[src/rtl/fir_array_ctrl.sv]
// Sequencer for a TAPS-stage systolic FIR array: serial coefficient load, sample
// streaming with valid/ready, array advance enable, result tagging and a one-entry output.
module fir_array_ctrl #(
    parameter int W    = 32,
    parameter int TAPS = 4,
    parameter int LAT  = 4
) (
    input  logic               clk,
    input  logic               rst,
    input  logic               cfg_start,
    input  logic [W-1:0]       coef_in,
    input  logic               coef_valid,
    output logic               coef_ready,
    output logic [TAPS*W-1:0]  w_out,
    input  logic [W-1:0]       in_data,
    input  logic               in_valid,
    output logic               in_ready,
    input  logic               flush,
    output logic [W-1:0]       arr_x,
    output logic               arr_en,
    input  logic [W-1:0]       arr_y,
    output logic [W-1:0]       out_data,
    output logic               out_valid,
    input  logic               out_ready,
    output logic               busy
);

    // Handshakes: a beat/sample/result transfers on a cycle where valid & ready are both high;
    // valid never depends on ready, and out_valid stays asserted with stable data until taken.
    typedef enum logic [1:0] {S_IDLE, S_LOAD, S_RUN, S_FLUSH} state_t;

    localparam int BW = $clog2(TAPS);
    localparam int DW = $clog2(LAT + 1);

    state_t            state_q, state_d;
    logic [BW-1:0]     beat_cnt_q, beat_cnt_d;
    logic [DW-1:0]     drain_cnt_q, drain_cnt_d;
    logic [TAPS*W-1:0] coef_q, coef_d;
    logic [TAPS*W-1:0] w_out_q, w_out_d;
    logic [LAT-1:0]    vpipe_q, vpipe_d;
    logic [LAT:0]      vpipe_ext;
    logic              vpipe_unused;
    logic [W-1:0]      out_data_q, out_data_d;
    logic              out_valid_q, out_valid_d;
    logic              stall, coef_fire, last_beat, drain_done, capture, tag;

    assign stall      = out_valid_q & ~out_ready;
    assign coef_fire  = coef_valid & coef_ready;
    assign last_beat  = coef_fire && (beat_cnt_q == BW'(TAPS - 1));
    assign drain_done = (drain_cnt_q == DW'(LAT));

    // Tag arriving at position LAT-1 on this advance marks the result now on arr_y.
    assign vpipe_ext    = {vpipe_q, tag};
    assign vpipe_unused = vpipe_ext[LAT];
    assign capture      = arr_en & vpipe_ext[LAT-1];

    always_ff @(posedge clk or posedge rst) begin
        if (rst) state_q <= S_IDLE;
        else     state_q <= state_d;
    end

    always_comb begin
        state_d = state_q;
        case (state_q)
            S_IDLE:  if (cfg_start) state_d = S_LOAD;
            S_LOAD:  if (last_beat) state_d = S_RUN;
            S_RUN:   if (flush) state_d = S_FLUSH;
            S_FLUSH: if (drain_done && !out_valid_q) state_d = S_IDLE;
        endcase
    end

    always_comb begin
        coef_ready = 1'b0;
        in_ready   = 1'b0;
        arr_en     = 1'b0;
        arr_x      = '0;
        tag        = 1'b0;
        case (state_q)
            S_IDLE: ;
            S_LOAD: coef_ready = 1'b1;
            S_RUN: begin
                in_ready = ~stall;
                arr_en   = in_valid & ~stall;
                arr_x    = in_data;
                tag      = 1'b1;
            end
            S_FLUSH: arr_en = ~stall & ~drain_done;
        endcase
    end

    always_comb begin
        coef_d      = coef_q;
        beat_cnt_d  = beat_cnt_q;
        w_out_d     = w_out_q;
        drain_cnt_d = drain_cnt_q;
        vpipe_d     = vpipe_q;
        out_data_d  = out_data_q;
        out_valid_d = out_valid_q;
        if (coef_fire) begin
            coef_d[int'(beat_cnt_q) * W +: W] = coef_in;
            beat_cnt_d = last_beat ? '0 : beat_cnt_q + BW'(1);
        end
        // The coefficient bus switches as a whole so the array never sees a half-loaded set.
        if (last_beat) w_out_d = coef_d;
        if (state_q == S_RUN && flush)            drain_cnt_d = '0;
        else if (state_q == S_FLUSH && arr_en)    drain_cnt_d = drain_cnt_q + DW'(1);
        if (arr_en) vpipe_d = vpipe_ext[LAT-1:0];
        if (capture) begin
            out_data_d  = arr_y;
            out_valid_d = 1'b1;
        end else if (out_ready) begin
            out_valid_d = 1'b0;
        end
    end

    always_ff @(posedge clk or posedge rst) begin
        if (rst) begin
            coef_q      <= '0;
            beat_cnt_q  <= '0;
            w_out_q     <= '0;
            drain_cnt_q <= '0;
            vpipe_q     <= '0;
            out_data_q  <= '0;
            out_valid_q <= 1'b0;
        end else begin
            coef_q      <= coef_d;
            beat_cnt_q  <= beat_cnt_d;
            w_out_q     <= w_out_d;
            drain_cnt_q <= drain_cnt_d;
            vpipe_q     <= vpipe_d;
            out_data_q  <= out_data_d;
            out_valid_q <= out_valid_d;
        end
    end

    assign w_out     = w_out_q;
    assign out_data  = out_data_q;
    assign out_valid = out_valid_q;
    assign busy      = (state_q != S_IDLE);

endmodule
[config.mk]
export PLATFORM = sky130hd
export DESIGN_NAME = fir_array_ctrl
export DESIGN_NICKNAME = d
export VERILOG_FILES = /design/src/rtl/fir_array_ctrl.sv
export SDC_FILE = /design/constraint.sdc
export NUM_CORES = 1
export LEC_CHECK = 0
export BUFFER_PORTS_ARGS = -buffer_cell sky130_fd_sc_hd__buf_2
export CAP_MARGIN = 5
export CORE_AREA = 3 3 135 190
export CTS_CLUSTER_DIAMETER = 40
export DETAILED_ROUTE_END_ITERATION = 16
export DIE_AREA = 0 0 138 193
export MAX_ROUTING_LAYER = met4
export PLACE_DENSITY = 0.68
export SETUP_SLACK_MARGIN = 0.02
export SLEW_MARGIN = 20
export SYNTH_ARGS = -nofsm -noshare
export SYNTH_HDL_FRONTEND = slang
export SYNTH_SLANG_ARGS = --single-unit
[constraint.sdc]
create_clock -name clk -period 11.3 [get_ports clk]
set_clock_uncertainty 0.1 [all_clocks]
set_input_delay 0.565 -clock clk [delete_from_list [all_inputs] [get_ports clk]]
set_output_delay 0.565 -clock clk [all_outputs]
set_load 0.05 [all_outputs]
Word level (Yosys, flattened, before mapping)
Cells that the tools add are included.

operators by class
  $add $sub $neg = 3
  multiply operators = 0
  divide/modulo/power cells = 0
  magnitude comparators = 0
  equal/unequal tests = 9
  shifts and indexed selects = 2
  multiplexer cells = 17
  bitwise logic cells = 8
  reduce and logical (&&, ||, !) cells = 10

operator list
  cell                                                     number
  bitwise mux 128 bit                                      1
  2-to-1 mux 128 bit                                       1
  variable shift 32 x 33 -> 128 bit, first input constant  1
  variable part select 32 x 33 -> 128 bit                  1
  negation 7 -> 33 bit                                     1
  2-to-1 mux 32 bit                                        1
  2-to-1 mux 2 bit                                         5
  inequality test 2 bit, second input constant             4
  one-hot mux 2 bit (4 select lines)                       1
  == test 2 bit, second input constant                     3
  2-to-1 mux 3 bit                                         2
  nonzero test 2 bit                                       3
  bitwise AND 1 bit                                        5
  2-to-1 mux 1 bit                                         5
  logical AND 1 bit                                        4
  AND reduction 4 bit                                      1
  adder 3 x 1 -> 3 bit, second input constant              1
  == test 3 bit, second input constant                     1
  inverter 1 bit                                           3
  adder 2 x 1 -> 2 bit, second input constant              1
  == test 2 x 1 -> 1 bit, second input constant            1
  logical NOT 2 bit                                        1
  one-hot mux 1 bit (2 select lines)                       1
  logical NOT 1 bit                                        1

word-level totals
  register bits after elaboration = 299
  bits in latches = 0
  memory bits (writable) = 0
  ROM bits = 0
  bits of input ports = 103
  output and inout port bits = 197
  word-level logic and storage cells = 57
  memories = 0

Depth between registers and ports, before layout
Gate-level depths: netlist of the first run.

  word-level depth = 8
  gate-level depth with buffers = 9
  gate-level depth less buffers = 5

Least setup slack after synthesis of the first run
No wires, ideal clock.

  kind = register to output
  start point = reg state_q[0]
  end point = out arr_en
  arrival = 1.794 ns
  data required time = 10.635 ns
  path slack = 8.841 ns
  stages on the path, launching flop included = 4
  path buffers = 0
  path through = dfrtp_1 ha_1 nand3b_1 a21oi_1

on the way
  word-level cells in the longest chain between the ends = 2
  elaborated cells between the ends (all ways) = 3
  those cells by class = eq/ne: 2; mux: 1

RTL lines
  what                                  line  RTL
  start, declared                       35    state_t state_q, state_d;
  start signal, assigned                59    else state_q <= state_d;
  == test 2 bit                         78    case (state_q)
  one-hot mux 1 bit (2 select lines) *  78
  end, declared                         20    output logic arr_en,

Mark *: on every way between the ends. The rest lies on a longest branch, timed or not.

Worst setup path in the final report of the first run
Ends and elaborated chain as after synthesis.

==> results of run 1 <==
## area by class of cell
type                       count  area [µm²]  area share [%]
timing repair buffer         308        1560            11.6
clock buffer                  39         836            6.17
multi-input combinational    481        3430            25.3
clock inverter                18         273            2.02
inverter                      94         360            2.66
sequential                   267        6680            49.4
tap                          310         388            2.87
antenna                        1        2.50          0.0185
## registers in the layout (all words and copies together) (netlist names)
signal,cells
out_valid,1
coef_q,96
state_q,2
drain_cnt_q,3
beat_cnt_q,2
out_data,32
w_out,128
vpipe_q,3
## layer usage
layer / global-route usage, % / vias to the layer above / part of all wire (%)
met3: 3.92 / 49 / 6.8
met5: - / - / 0
li1: - / 3698 / -
met1: 26.0 / 3958 / 40
met4: 7.38 / 0 / 3.3
met2: 37.5 / 286 / 50
## per-stage QoR
step                      power, mW  hold slack, ns
after floorplan                3.34           0.333
after global placement         3.88           0.343
after detailed placement       3.92           0.350
after CTS                      5.00           0.134
after global routing           5.21           0.140
final                          4.95           0.148
## worst max-delay path by stage
stage | cells past startpoint | to | slack [ns] | startpoint
after CTS | 5 | arr_en | 7.76 | state_q[0]
final | 5 | arr_en | 7.82 | state_q[0]
after global routing | 5 | arr_en | 7.57 | state_q[0]
after floorplan | 1 | beat_cnt_q[0] | 3.28 | rst
after detailed placement | 5 | w_out[73] | 8.27 | state_q[1]
after global placement | 5 | w_out[79] | 8.35 | state_q[1]
## kinds of logic (layout without fill, tap and decap cells)
family                     count (synthesis)  count (layout)  share of synthesized area [%]
AOI/OAI and AO/OA                        225             225                           15.1
muxes                                     43              43                           5.52
and+or+nand+nor                          201             201                           9.31
other                                      0               1                              0
adders and majority gates                 12              12                           1.39
buffers and inverters                    170             459                           6.71
DFF                                      267             267                           61.9
## synth_stat cells, drive strengths merged, types with 2 or more instances
library cell	count
a31oi	7
nand3b	2
and2	60
nand3	4
a22o	33
nand2	42
o21ai	30
ha	12
clkbuf	40
nand2b	2
inv	94
dfrtp	267
a32oi	85
nor2	66
buf	36
nand4	6
nor2b	8
and4b	3
mux2	42
a21oi	62
a32o	4
## power by group
part,internal [mW],switching (mW),leakage [nW]
logic,0.602,1.72,3.49
clock network,0.650,0.411,0.535
registers,1.36,0.202,3.52
total,2.62,2.33,7.54
==> reports/qor.csv, run 1 <==
metric,value,unit
post-CTS sizing,0,
sequence of cells on the critical path,inv_1 > ha_1 > nand3b_1 > a21oi_1 > buf_2,
final setup margin,7.82,ns
"Cell Area, Placed",12400,µm²
Leak,7.54,nW
DP Worst Slack,8.27,ns
maximum clock rate,0.287,GHz
Post-Route WL,28900,µm
most frequent cells in the layout,"299 x buf_2, 267 x dfrtp_1, 93 x inv_1, 85 x a32oi_1, 66 x nor2_1",
Final Max Tran Viols,0,
period utilisation layout,30.8,%
Filler Cells Inserted,2066,
sequential share of the synthesized area,61.9,%
ys flop type,dfrtp_1,
Die Y-Extent,193,µm
Crit path buffers/inverters,2,
global-route wire length before repair,45400,µm
Mapped Cells,918,
fin nets,1298,
MaxCap Viol Count,0,
vias in the first global route,8184,
post-DR vias/cell,5.26,
worst flop-to-flop path endpoint,w_out[47],
setup repair after global routing missed its margin,false,
DRT antenna net count,0,
HP Class,in2async,
cell taking the most area after synthesis,dfrtp_1,
Worst Setup End Kind,primary output,
total congestion overflow,0,
Longest Clk Path Bufs,3,
CP Max Fanout,38,
setup bufs post-CTS,0,
pwr dens,366,nW/µm²
Worst setup SP type,flop,
CTS tree,done,
"Hold-fix buffers, CTS",0,
number of synthesized flops with an enable pin,0,
critical path's largest stage delay,0.77,ns
"Worst Path Class, Setup",reg2out,
clk sinks,267,
Synth top area share,61.9,%
# DRC,0,
routed len/inst,19.0,µm
largest net degree at the start of global routing,142,
peak supply drop,208,µV
critical path arrival,2.81,ns
Synth Net Count,1033,
setup violators final,0,
design area,13500,µm²
num rows,67,
share of cells above drive strength 1,34.5,%
DP HPWL,18900,µm
worst endpoint required time,10.64,ns
core area,24000,µm²
post-synthesis async set-or-reset flop share,100,%
Ys Warns,0,
Initial Util,45.0,%
slew margin rel.,32.6,%
"delay-heaviest family, CP",adder cells,
status,finished clean,
initial antenna violation count,1,
Die Wd,138,µm
via count,7991,
number of buffers created by CTS,31,
synth unique cells,38,
final hold vios,0,
Seq cells post-synth,267,
I/O Buffers,299,
CTS root buffer,clkbuf_16,
gpl congestion,0.774,
Post-Place Cells,1460,
worst r2r src,state_q[1],
fin crit period,3.48,ns
clk_lat worst skew,0.53,ns
CP max-delay cell,ha_1,
DR iter-0 viols,343,
Mapped Area,10800,µm²
clock transition at the registers of the reported paths,0.07,ns
Ports,300,
top post-synthesis cells by area,"dfrtp_1 62%, a32oi_1 6.9%, mux2_4 4.2%",
H-Tree Depth,1,
die area,26600,µm²
1st-pass router iterations,4,
final std cells w/o fill,1518,
R2R depth,5,
"Area growth, synth to finish",25.4,%
"commonest non-fill, non-tap cell in the layout",buf_2,
Worst-Margin Slew,1.01,ns
"reg-to-reg slack, setup",8.27,ns
Post-Syn Area per Cell,11.8,µm²
end-of-flow core utilization,56.5,%
overall fraction of global-route tracks in use,21.7,%
setup tns final,0,ns
(Power assumes the default switching activity.)
==> run 2, diff against run 1 <==
Settings changed: PLACE_DENSITY 0.68 to 0.7.
Clock period 11.3 ns to 2.8 ns, I/O delays scaled along.
==> run 2 against run 1 <==
  * Sequential power grew to 4.0 times the previous value
  * Clock power rose to 3.9 times the previous value
  * Register-to-register slack worse by 7.8 ns
  * Setup slack worse by 7.5 ns
  * Core utilization grew 3.5 points
==> reports/qor.csv, run 2 (synthesis gave the netlist of run 1 again) <==
metric,value,unit
most frequent cells in the layout,"299 x buf_2, 267 x dfrtp_1, 93 x inv_1, 85 x a32oi_1, 71 x dlygate4sd3_1",
DR iter-0 viols,352,
H-Tree Depth,1,
status,finished clean,
clk sinks,267,
Post-Route WL,30600,µm
CTS tree,done,
# DRC,0,
Worst-Margin Slew,0.823,ns
design area,14400,µm²
Worst Setup End Kind,primary output,
Die Wd,138,µm
Post-Place Cells,1475,
setup tns final,0,ns
period utilisation layout,88.3,%
Hold Slack,0.229,ns
Die Y-Extent,193,µm
number of buffers created by CTS,30,
1st-pass router iterations,5,
end-of-flow core utilization,59.9,%
routed len/inst,19.2,µm
core area,24000,µm²
largest net degree at the start of global routing,135,
maximum clock rate,0.405,GHz
via count,8355,
fin nets,1383,
Worst setup SP type,flop,
Leak,7.91,nW
CTS root buffer,clkbuf_16,
"Cell Area, Placed",12600,µm²
Ports,300,
Ant. Diodes,0,
"Worst Path Class, Setup",reg2out,
Initial Util,45.0,%
overall power,20.0,mW
total congestion overflow,0,
Largest register FFs,128,
initial antenna violation count,0,
setup violators final,0,
post-DR vias/cell,5.23,
die area,26600,µm²
vias in the first global route,8729,
final std cells w/o fill,1598,
clk_lat worst skew,0.55,ns
DRT antenna net count,0,
overall fraction of global-route tracks in use,23.2,%
num rows,67,
DP HPWL,19800,µm
CP Max Fanout,6,
DP Worst Slack,0.522,ns
global-route wire length before repair,48300,µm
I/O Buffers,299,
final setup margin,0.329,ns
pwr dens,1390,nW/µm²
"Area growth, synth to finish",33.2,%
fin crit period,2.47,ns
Final Max Tran Viols,0,
final hold vios,0,
setup bufs post-CTS,0,
gpl congestion,0.793,
peak supply drop,959,µV
MaxCap Viol Count,0,
slew margin rel.,45.1,%
Longest Clk Path Bufs,3,
critical path arrival,2.23,ns
worst endpoint required time,2.56,ns
share of cells above drive strength 1,33.5,%
clock transition at the registers of the reported paths,0.06,ns
"commonest non-fill, non-tap cell in the layout",buf_2,
HP Class,in2async,
setup repair after global routing missed its margin,false,
run 2: path summary, 6_finish.rpt:
path / slack, ns / cells after the start / end / startpoint
setup / recovery: 0.33 / 5 / arr_en / state_q[0]
setup reg to reg: 0.51 / 6 / w_out[87] / state_q[1]
min in group clk: 0.27 / 3 / out_data[30] / arr_y[30]
hold / removal: 0.23 / 4 / coef_q[90] / rst
max in group asynchronous: 1.66 / 4 / out_data[21] / rst
hold reg to reg: 0.36 / 2 / coef_q[5] / coef_q[5]
run 2: metal layers:
metal | global-route usage, % | wire length, µm | up-vias | part of all wire, %
met4 | 8.59 | 1120 | 0 | 3.6
met5 | - | 0 | - | 0
met3 | 3.92 | 1830 | 67 | 6.0
met1 | 28.6 | 12300 | 4126 | 40
li1 | - | - | 3878 | -
met2 | 39.0 | 15400 | 284 | 50
run 2: report_power, final:
group / leakage, nW / total [mW] / switching, mW / internal (mW)
Combinational: 3.87 / 9.61 / 7.03 / 2.58
Sequential: 3.52 / 6.32 / 0.816 / 5.51
Clock: 0.515 / 4.12 / 1.62 / 2.50
run 2: critical path, stage by stage (launching register included):
cell and delay (ns):
dfrtp_1 0.40, inv_1 0.14, ha_1 0.27, nand3b_1 0.16, a21oi_1 0.37, buf_2 0.34
run 2: area by class of cell:
class / instances / area (µm²)
clock buffer: 32 / 779
clock inverter: 20 / 272
sequential: 267 / 6680
multi-input combinational: 481 / 3430
timing repair buffer: 394 / 2460
inverter: 94 / 357
fill: 1963 / 9600
tap: 310 / 388
run 2: what timing repair did:
item,CTS,global route
hold buffers,71,0
hold endpoints to repair,480,0
gates resized for setup,0,0
